===== config.mk =====
export PLATFORM = sky130hd
export DESIGN_NAME = fetch_stage
export DESIGN_NICKNAME = d
export VERILOG_FILES = /design/src/rtl/rv32_pkg.sv /design/src/rtl/branch_history_table.sv /design/src/rtl/fetch_stage.sv
export SDC_FILE = /design/constraint.sdc
export NUM_CORES = 1
export LEC_CHECK = 0
export CORE_ASPECT_RATIO = 1.4
export CORE_MARGIN = 2
export CORE_UTILIZATION = 35
export CTS_CLUSTER_DIAMETER = 80
export DETAILED_ROUTE_END_ITERATION = 7
export GPL_ROUTABILITY_DRIVEN = 0
export PLACE_DENSITY = 0.88
export SYNTH_ARGS = -nofsm -noshare
export SYNTH_HDL_FRONTEND = slang
export SYNTH_HIERARCHICAL = 1
export SYNTH_SLANG_ARGS = --single-unit
export TNS_END_PERCENT = 20

===== constraint.sdc =====
create_clock -name clk -period 4.1 [get_ports clk]
set_input_delay 0.615 -clock clk [delete_from_list [all_inputs] [get_ports clk]]
set_output_delay 0.615 -clock clk [all_outputs]
set_load 0.05 [all_outputs]

===== src/rtl/rv32_pkg.sv =====
// Shared RV32I definitions: opcode constants, branch-counter encoding and
// immediate extraction helpers used by fetch pre-decode and by decode.
package rv32_pkg;

    localparam logic [6:0] OPC_BRANCH = 7'b1100011;
    localparam logic [6:0] OPC_JAL    = 7'b1101111;

    // 2-bit saturating branch counter; bit 1 is the taken prediction.
    typedef enum logic [1:0] {
        SNT = 2'b00,
        WNT = 2'b01,
        WT  = 2'b10,
        ST  = 2'b11
    } bht_ctr_t;

    // B-type immediate, sign-extended, bit 0 always zero.
    function automatic logic [31:0] imm_b(input logic [31:0] i);
        return {{19{i[31]}}, i[31], i[7], i[30:25], i[11:8], 1'b0};
    endfunction

    // J-type immediate, sign-extended, bit 0 always zero.
    function automatic logic [31:0] imm_j(input logic [31:0] i);
        return {{11{i[31]}}, i[31], i[19:12], i[20], i[30:21], 1'b0};
    endfunction

    // Saturating step of a counter towards the resolved outcome.
    function automatic bht_ctr_t ctr_step(input bht_ctr_t c, input logic taken);
        if (taken)
            return (c == ST) ? ST : bht_ctr_t'(c + 2'd1);
        else
            return (c == SNT) ? SNT : bht_ctr_t'(c - 2'd1);
    endfunction

endpackage


===== src/rtl/branch_history_table.sv =====
// Table of 2-bit saturating counters with a combinational read port and a
// single training port. Counters come out of reset weakly not taken.
module branch_history_table
    import rv32_pkg::*;
#(
    parameter int ENTRIES = 64,
    localparam int IW = $clog2(ENTRIES)
) (
    input  logic          clk,
    input  logic          rst,
    input  logic [IW-1:0] rd_idx,
    output logic [1:0]    rd_ctr,
    input  logic          upd_en,
    input  logic [IW-1:0] upd_idx,
    input  logic          upd_taken
);

    bht_ctr_t ctr_reg [ENTRIES];

    // Lookup returns the stored value, so a same-cycle update is not visible yet.
    assign rd_ctr = ctr_reg[rd_idx];

    // Train the addressed counter; asynchronous reset restores every entry.
    always_ff @(posedge clk or negedge rst) begin
        if (!rst) begin
            for (int i = 0; i < ENTRIES; i++)
                ctr_reg[i] <= WNT;
        end else if (upd_en) begin
            ctr_reg[upd_idx] <= ctr_step(ctr_reg[upd_idx], upd_taken);
        end
    end

endmodule


===== src/rtl/fetch_stage.sv =====
// RV32I instruction fetch: PC register, instruction-memory address, and
// next-PC prediction from a pre-decode of the fetched word.
// Define BRANCH_PREDICT_EN to enable the counter table and taken prediction
// for JAL/branches; without it fetch is static not-taken (pc + 4).
module fetch_stage
    import rv32_pkg::*;
#(
    parameter logic [31:0] RESET_PC    = 32'h0000_0000,
    parameter int          BHT_ENTRIES = 64
) (
    input  logic        clk,
    input  logic        rst,
    input  logic        enable,
    input  logic        PCWrite,
    input  logic        redirect_valid,
    input  logic [31:0] redirect_pc,
    input  logic        bht_update,
    input  logic [31:0] bht_update_pc,
    input  logic        bht_update_taken,
    output logic [31:0] imem_addr,
    input  logic [31:0] imem_data,
    output logic [31:0] instruction,
    output logic [31:0] pc_out,
    output logic        predicted_out
);

    logic [31:0] pc_reg;
    logic [31:0] pc_next;
    logic [31:0] pc_plus4;
    logic [31:0] target;
    logic        taken;

    assign pc_plus4 = pc_reg + 32'd4;

`ifdef BRANCH_PREDICT_EN
    localparam int IW = $clog2(BHT_ENTRIES);

    logic [1:0] ctr;
    logic       unused_upd_pc;

    // Only the index bits of the update PC address the table.
    assign unused_upd_pc = ^{bht_update_pc[31:IW+2], bht_update_pc[1:0]};

    branch_history_table #(
        .ENTRIES(BHT_ENTRIES)
    ) u_bht (
        .clk       (clk),
        .rst       (rst),
        .rd_idx    (pc_reg[IW+1:2]),
        .rd_ctr    (ctr),
        .upd_en    (bht_update),
        .upd_idx   (bht_update_pc[IW+1:2]),
        .upd_taken (bht_update_taken)
    );

    // Pre-decode: JAL always taken, conditional branch follows counter MSB.
    always_comb begin
        taken  = 1'b0;
        target = pc_plus4;
        if (imem_data[6:0] == OPC_JAL) begin
            taken  = 1'b1;
            target = pc_reg + imm_j(imem_data);
        end else if (imem_data[6:0] == OPC_BRANCH) begin
            taken  = ctr[1];
            target = pc_reg + imm_b(imem_data);
        end
    end
`else
    logic unused_bht;

    // Static not-taken: training inputs and table size have no effect.
    assign unused_bht = ^{bht_update, bht_update_pc, bht_update_taken, 32'(BHT_ENTRIES)};
    assign taken      = 1'b0;
    assign target     = pc_plus4;
`endif

    assign pc_next = taken ? target : pc_plus4;

    // Redirect beats stall and enable; otherwise advance only when both allow it.
    always_ff @(posedge clk or negedge rst) begin
        if (!rst)
            pc_reg <= RESET_PC;
        else if (redirect_valid)
            pc_reg <= redirect_pc;
        else if (enable && PCWrite)
            pc_reg <= pc_next;
    end

    assign imem_addr     = pc_reg;
    assign pc_out        = pc_reg;
    assign instruction   = imem_data;
    assign predicted_out = taken;

endmodule


==> flow_summary.yaml, run 1 <==
setup_path:
  critical-path-max-stage-delay_ps: 890
  crit_path_max_fanout: 6
  crit_reg_reg_startpoint: "imem_addr[2]"
  arrival_ps: 1660
  regToRegSetupSlack_ps: 2020
  crit_buf_inv: 1
  crit_path_start_kind: "register"
  crit_slowest_cell: "sky130_fd_sc_hd__clkdlybuf4s50_1"
  cp_top_family: "buffers and inverters"
  timing.critical_path.to_type: "output port"
  worstPathRequired_ps: 3480
  rr_endpoint: "imem_addr[26]"
  reg2reg_depth: 6
  worstSetupPathType: "reg -> out"
  path_cells: "clkdlybuf4s50_1"
place:
  numPortBuffers: 100
  detailed_place_hpwl_mm: 3.95
  placedInstanceArea_mm2: 0.00284
floorplan:
  core_area_mm2: 0.00625
  die_width_um: 72.3
  start_util_pct: 36.6
  placement_rows: 34
  io-pin-count: 200
  fp.dieH_um: 99.6
  design.die.area_mm2: 0.00720
global_route:
  grt_start_max_net_pins: 60
  grt_first_pass_wirelength_mm: 8.50
  globalRoute.totalOverflow: 0
  antenna_found_initial: 0
  track_usage_pct: 15.0
  via_count_of_the_first_global_routing_pass: 1774
detailed_routing:
  vias_per_cell: 4.88
  detailroute.wirelength.met3_um: 361
  routed_wire_length_per_instance_um: 14.9
  met1_length_mm: 2.14
  routed.top_layer: "met4"
  wl_mm: 5.37
  detailroute.via_count: 1755
  routed-wl-met2_mm: 2.65
  drtAntennaViolNets: 0
  dr.pass1.iters: 4
  drc: 0
  drt_iter0_markers: 54
pwr:
  power.ir.vdd_worst_mv: 0.146
  p_total_uw: 1090
  pwr_density_cell_mw_per_mm2: 372
  power.static_leakage_uw: 0.00114
clocking:
  cts_root_cell: "sky130_fd_sc_hd__clkbuf_8"
  cts-htree-levels: 2
  clock_path_buffers: 2
  numCtsBuffers: 5
  cts-hold-fix-buffers: 0
  cts.clk_slew.worst_paths_ps: 70
  tritoncts_clock_tree: "built"
  clkLatencyLatePin_ps: 280
  post-cts-setup-buffers: 0
  cts_repair_resize_count: 0
  cts.sinks: 32
timing:
  worst_slew_margin_rel_pct: 37.1
  fin_skew_ps: 6.07
  final_hold_viol_count: 0
  report.final.slew_viol_count: 0
  timing.final.crit_share_pct: 55.5
  min_cycle_time_layout_ps: 2270
  rsz_0062_raised_after_global_routing: "no"
  max_slew.worst_pin.slew_ps: 943
  setup-tns-final_ps: 0
  fmax_mhz: 440
  holdWs_ps: 397
  setup_viol: 0
synthesis:
  synth_seq_cells: 32
  syn-num-nets: 358
  post_synth.cell_area_avg_um2: 9.00
  ys_async_sr_fraction_pct: 100
  dominantRegCellSynth: "sky130_fd_sc_hd__dfrtp_1"
  synth-edff-count: 0
  netlist-cell-type-count: 27
  synthesis.yosys.warnings: 6
  mappedNetlistArea_mm2: 0.00229
  synth_sequential_area_ratio_pct: 35.0
  postSynthCellCount: 254
hold_path:
  path_type_of_the_worst_min_delay_path: "in -> async"
final_layout:
  diodes: 0
  fillCellCount: 597
  area_growth_pct: 28.1
  layout_cell_share_with_drive_strength_beyond_1_pct: 7.64
  final_core_utilization_pct: 46.8
  final_cell_area_mm2: 0.00293
  nets_finish: 391
  largest_reg_flops: 32
outcome:
  result_of_the_run: "completed"
job:
  drv_cap: 0
## cell families after synthesis
family	after synthesis	synth area share [%]
adders and majority gates	1	0.547
and+or+nand+nor	82	20.7
DFF	32	35.0
muxes	6	2.90
xor gates and xnor gates	29	11.1
AOI/OAI and AO/OA	27	5.91
other	1	0.164
buffers and inverters	76	23.6
## cell usage after synthesis, types with 6 or more instances
master                     number  area, µm²
sky130_fd_sc_hd__nand2_1       32        120
sky130_fd_sc_hd__o21ai_0       15       75.1
sky130_fd_sc_hd__clkbuf_1       6       22.5
sky130_fd_sc_hd__nand4_1       10       62.6
sky130_fd_sc_hd__buf_4         65        488
sky130_fd_sc_hd__and3_1         6       37.5
sky130_fd_sc_hd__nand3_1       15       75.1
sky130_fd_sc_hd__o21ai_1       12       60.1
sky130_fd_sc_hd__xnor2_1        8       70.1
sky130_fd_sc_hd__xor2_1        21        184
sky130_fd_sc_hd__dfrtp_1       32        801
## layout by cell type (no fill, tap or decap), drive strengths merged, types with 3 or more instances in the layout
master | netlist | routed
and4 | 3 | 3
o21ai | 27 | 27
nand4 | 12 | 12
clkdlybuf4s50 | 0 | 98
nand3 | 17 | 17
and3 | 6 | 6
nand2 | 32 | 32
dfrtp | 32 | 32
xnor2 | 8 | 8
buf | 69 | 3
and2 | 3 | 3
nor2 | 5 | 5
mux2 | 5 | 5
xor2 | 21 | 21
clkbuf | 6 | 8
## where the power goes
group	switching, µW	internal [µW]
logic	286	157
registers	47.8	345
clock network	115	137
## worst max path at each step
stage            startpoint             to  slack, ps  depth (start not counted)
6_report       imem_addr[5]   imem_addr[5]       1830                          1
5_1_grt        imem_addr[5]   imem_addr[5]       1790                          1
4_1_cts        imem_addr[5]   imem_addr[5]       1820                          1
3_5_place_dp         enable  imem_addr[26]       1590                          6
3_3_place_gp         enable  imem_addr[30]       1590                          6
2_1_floorplan  imem_addr[2]  imem_addr[26]       1900                          6
## through the flow
stage	setup WS [ps]	cells
2_1_floorplan	1900	254
3_3_place_gp	1590	352
3_5_place_dp	1590	352
4_1_cts	1820	360
5_1_grt	1790	360
6_report	1830	360
## area by class of cell
class | count | area, µm² | share of cell area [%]
clock buffers | 8 | 90.1 | 3.08
inverters | 1 | 3.75 | 0.128
multi-input cells | 146 | 946 | 32.3
flip-flops and latches | 32 | 801 | 27.3
well taps | 72 | 90.1 | 3.08
repair buffers | 101 | 998 | 34.1
## metal layers
layer | vias to the layer above | GRT usage (%)
met5 | - | 0
met4 | 0 | 9.58
met3 | 22 | 3.04
met2 | 69 | 25.1
met1 | 814 | 17.2
li1 | 850 | -
No activity file was read; power rests on OpenSTA's default activity.
==> inputs of run 2 (changes only) <==
- CORE_UTILIZATION: 35 -> 29
- PLACE_DENSITY: 0.88 -> 0.78
- clock period: 4.1 -> 1.9 ns (I/O delays scaled with it)
==> flow_summary.yaml, run 2 (synthesis results as in run 1) <==
final_layout:
  layout_commonest_cell: "sky130_fd_sc_hd__clkdlybuf4s50_1"
  final_cell_area_mm2: 0.00306
  nets_finish: 405
  diodes: 0
  layout_cell_share_with_drive_strength_beyond_1_pct: 21.9
  regArea_um2: 815
  layoutNonFillerInstCount: 402
  area_growth_pct: 33.8
  multiInputGateArea_um2: 965
  final_core_utilization_pct: 39.7
  layout.cells.most_common_list: "79 x sky130_fd_sc_hd__clkdlybuf4s50_1, 33 x sky130_fd_sc_hd__buf_4, 32 x sky130_fd_sc_hd__nand2_1"
  largest_reg_flops: 32
  fillCellCount: 797
clocking:
  cts-hold-fix-buffers: 0
  clkLatencyLatePin_ps: 280
  cts.sinks: 32
  cts_root_cell: "sky130_fd_sc_hd__clkbuf_8"
  cts-htree-levels: 2
  clock_path_buffers: 2
  cts.clk_slew.worst_paths_ps: 70
  post-cts-setup-buffers: 0
  numCtsBuffers: 5
  tritoncts_clock_tree: "built"
detailed_routing:
  drt_iter0_markers: 47
  vias_per_cell: 4.51
  dr.pass1.iters: 4
  drc: 0
  routed_wire_length_per_instance_um: 14.0
  detailroute.via_count: 1815
  wl_mm: 5.62
  drtAntennaViolNets: 0
floorplan:
  design.die.area_mm2: 0.00862
  fp.dieH_um: 109
  die_width_um: 79.0
  io-pin-count: 200
  core_area_mm2: 0.00770
  placement_rows: 38
  start_util_pct: 29.7
place:
  placed_instances: 394
  numPortBuffers: 100
  placedInstanceArea_mm2: 0.00297
  detailed_place_hpwl_mm: 4.46
outcome:
  result_of_the_run: "completed"
timing:
  setup_viol: 0
  worst_slew_margin_rel_pct: 51.3
  max_slew.worst_pin.slew_ps: 731
  timing.final.crit_share_pct: 97.0
  min_cycle_time_layout_ps: 1840
  rsz_0062_raised_after_global_routing: "no"
  report.final.slew_viol_count: 0
  fmax_mhz: 543
  final_hold_viol_count: 0
  fin_skew_ps: 5.19
setup_path:
  critical-path-max-stage-delay_ps: 840
  rr_endpoint: "imem_addr[17]"
  crit_path_max_fanout: 6
  crit_path_start_kind: "register"
  crit_slowest_cell: "sky130_fd_sc_hd__clkdlybuf4s50_1"
  arrival_ps: 1560
  path_cells: "clkdlybuf4s50_1"
  crit_buf_inv: 1
  regToRegSetupSlack_ps: 210
  cp_top_family: "buffers and inverters"
  worstPathRequired_ps: 1620
  timing.critical_path.to_type: "output port"
  crit_reg_reg_startpoint: "imem_addr[7]"
  worstSetupPathType: "reg -> out"
  reg2reg_depth: 6
global_route:
  grt_first_pass_wirelength_mm: 8.79
  via_count_of_the_first_global_routing_pass: 1813
  grt_start_max_net_pins: 33
  globalRoute.totalOverflow: 0
  track_usage_pct: 13.3
  antenna_found_initial: 0
pwr:
  p_total_uw: 2370
  power.ir.vdd_worst_mv: 0.248
  pwr_density_cell_mw_per_mm2: 774
  power.static_leakage_uw: 0.00125
hold_path:
  path_type_of_the_worst_min_delay_path: "in -> async"
job:
  drv_cap: 0
run 2: final cells by class:
| type | count | share of cell area, % |
|---|---|---|
| inverters | 1 | 0.123 |
| flip-flops and latches | 32 | 26.6 |
| clock buffers | 8 | 2.94 |
| well taps | 100 | 4.09 |
| multi-input cells | 146 | 31.5 |
| repair buffers | 115 | 34.7 |
run 2: how the worst max path moves through the flow:
| stage | depth (start not counted) | startpoint | end | slack [ps] |
|---|---|---|---|---|
| 5_1_grt | 1 | imem_addr[9] | pc_out[9] | 7 |
| 6_report | 1 | imem_addr[13] | imem_addr[13] | 60 |
| 3_3_place_gp | 6 | PCWrite | imem_addr[23] | -150 |
| 4_1_cts | 1 | imem_addr[13] | imem_addr[13] | 30 |
| 2_1_floorplan | 5 | imem_addr[7] | imem_addr[26] | -10 |
| 3_5_place_dp | 7 | PCWrite | imem_addr[17] | -210 |
run 2: metrics by stage:
stage / hold WS, ps / setup slack, ps / TNS [ps]
after floorplan: -10.6 / -13.0 / -13.0
after global placement: 373 / -152 / -1470
after detailed placement: 397 / -206 / -2070
after CTS: 83.2 / 32.0 / 0
after global routing: 134 / 6.62 / 0
final: 58.4 / 57.8 / 0
run 2: layer usage:
layer / part of all wire, % / global-route usage [%] / vias up
met5: 0 / 0 / -
met2: 51 / 23.8 / 62
met4: 3.7 / 7.88 / 0
li1: - / - / 874
met1: 37 / 13.6 / 844
met3: 8.3 / 3.64 / 35
run 2: timing repair:
action / CTS / global route
resized for setup: 0 / 1
hold endpoints to repair: 0 / 0
endpoints found under the setup margin: 0 / 1
run 2: power by group:
part	switching, µW	internal (µW)	total [µW]	leakage (µW)
combinational	636	347	983	0.000828
sequential	92.7	750	843	0.000375
clock	246	295	541	0.0000455
total	975	1390	2370	0.00125
==> inputs of run 3 (changes only) <==
- PLACE_DENSITY: 0.78 -> default
- PLACE_DENSITY_LB_ADDON: default -> 0.1
- SKIP_LAST_GASP: default -> 1
==> flow_summary.yaml, run 3 (synthesis results as in run 1) <==
timing:
  max_slew.worst_pin.slew_ps: 794
  setup-tns-final_ps: 0
  fin_skew_ps: 5.22
  final_hold_viol_count: 0
  timing.final.crit_share_pct: 97.6
  report.final.slew_viol_count: 0
  rsz_0062_raised_after_global_routing: "yes"
  fmax_mhz: 539
  worst_slew_margin_rel_pct: 47.1
  min_cycle_time_layout_ps: 1850
  setup_viol: 0
  holdWs_ps: 87.1
pwr:
  power.net_switching_uw: 993
  cellInternalPower_uw: 1390
  p_sw_share_pct: 41.7
  combinationalPowerShare_pct: 41.5
  pwr_density_cell_mw_per_mm2: 769
  power.share.clock_pct: 23.3
  power.static_leakage_uw: 0.00129
  power.ir.vdd_worst_mv: 0.271
  p_total_uw: 2380
  power.sequential.fraction_pct: 35.1
final_layout:
  layout_commonest_cell: "sky130_fd_sc_hd__clkdlybuf4s50_1"
  multiInputGateArea_um2: 965
  diodes: 0
  largest_reg_flops: 32
  layout.cells.most_common_list: "76 x sky130_fd_sc_hd__clkdlybuf4s50_1, 42 x sky130_fd_sc_hd__buf_4, 32 x sky130_fd_sc_hd__nand2_1"
  area_growth_pct: 35.6
  final_cell_area_mm2: 0.00310
  fillCellCount: 811
  final_core_utilization_pct: 40.2
  regArea_um2: 815
  nets_finish: 411
  layout_cell_share_with_drive_strength_beyond_1_pct: 25.0
clocking:
  cts-hold-fix-buffers: 0
  clkLatencyLatePin_ps: 280
  cts.clk_slew.worst_paths_ps: 70
  cts_root_cell: "sky130_fd_sc_hd__clkbuf_8"
  tritoncts_clock_tree: "built"
  clock_path_buffers: 2
  cts.sinks: 32
  cts-htree-levels: 2
  numCtsBuffers: 5
  post-cts-setup-buffers: 0
hold_path:
  path_type_of_the_worst_min_delay_path: "in -> async"
job:
  drv_cap: 0
setup_path:
  path_cells: "clkdlybuf4s50_1"
  worstPathRequired_ps: 1620
  crit_slowest_cell: "sky130_fd_sc_hd__clkdlybuf4s50_1"
  crit_buf_inv: 1
  crit_path_max_fanout: 4
  timing.critical_path.to_type: "output port"
  arrival_ps: 1570
  worstSetupPathType: "reg -> out"
  cp_top_family: "buffers and inverters"
  critical-path-max-stage-delay_ps: 840
  crit_path_start_kind: "register"
global_route:
  via_count_of_the_first_global_routing_pass: 1794
  track_usage_pct: 13.0
  grt_first_pass_wirelength_mm: 8.63
  globalRoute.totalOverflow: 0
  grt_start_max_net_pins: 33
  antenna_found_initial: 0
detailed_routing:
  detailroute.via_count: 1815
  wl_mm: 5.55
  drtAntennaViolNets: 0
  drc: 0
  dr.pass1.iters: 4
  drt_iter0_markers: 39
  vias_per_cell: 4.45
  routed_wire_length_per_instance_um: 13.6
place:
  detailed_place_hpwl_mm: 4.28
  numPortBuffers: 100
  placedInstanceArea_mm2: 0.00300
floorplan:
  die_width_um: 79.0
  start_util_pct: 29.7
  design.die.area_mm2: 0.00862
  core_area_mm2: 0.00770
  io-pin-count: 200
  placement_rows: 38
  fp.dieH_um: 109
outcome:
  result_of_the_run: "completed"
==> run 3: changes by cell type in the layout (fill, tap and decap cells not counted) <==
cell                              delta
sky130_fd_sc_hd__buf_4               +9
sky130_fd_sc_hd__clkbuf_1            -2
sky130_fd_sc_hd__clkdlybuf4s50_1     -3
sky130_fd_sc_hd__clkinv_2            +2
==> run 3: path summary, 6_finish.rpt <==
check | start | end | slack (ps) | cells after the start
setup / recovery | imem_addr[7] | pc_out[7] | 50 | 1
hold / removal | rst | imem_addr[7] | 90 | 1
setup reg to reg | imem_addr[2] | imem_addr[30] | 210 | 6
hold reg to reg | imem_addr[0] | imem_addr[0] | 540 | 1
max in group asynchronous | rst | imem_addr[17] | 1260 | 1
min in group clk | redirect_valid | imem_addr[25] | 430 | 3
==> run 3: per-layer routing <==
metal  global-route usage (%)  part of all wire (%)  vias up
met1                     15.6                    42      845
met5                        0                     0        -
met4                     5.17                   1.7        0
met3                     3.48                   6.6       14
li1                         -                     -      890
met2                     22.1                    50       66
==> run 3: what timing repair did <==
action	4_1_cts	5_1_grt
endpoints found under the hold margin	0	0
setup endpoints to repair	0	4
resized for setup	0	1
==> run 3: cell type report <==
cell class | instances | area share, %
repair buffers | 121 | 35.4
multi-input cells | 146 | 31.1
flip-flops and latches | 32 | 26.3
well taps | 100 | 4.04
clock buffers | 6 | 2.66
clock inverters | 2 | 0.323
inverters | 1 | 0.121
==> run 3: worst reg2reg max path, cell delays in order (launching register included) <==
cell and delay, ps:
sky130_fd_sc_hd__dfrtp_2 440, sky130_fd_sc_hd__ha_4 160, sky130_fd_sc_hd__nand4_2 180, sky130_fd_sc_hd__nor3_4 240, sky130_fd_sc_hd__nand4_1 150, sky130_fd_sc_hd__xnor2_1 150
sky130_fd_sc_hd__mux2_2 250
==> run 3: power by group through the flow <==
stage / Combinational, µW / Clock [µW] / Sequential [µW]
after floorplan: 647 / 0 / 1080
after global placement: 998 / 0 / 851
after detailed placement: 999 / 0 / 854
after CTS: 1000 / 595 / 840
after global routing: 1040 / 618 / 851
final: 990 / 556 / 837
==> run 3: metrics by stage <==
step           worst slack (ps)  std cells
3_5_place_dp              -89.9        400
5_1_grt                   -14.7        408
4_1_cts                    17.6        408
6_report                   45.7        408
2_1_floorplan             -13.0        254
3_3_place_gp              -79.4        400
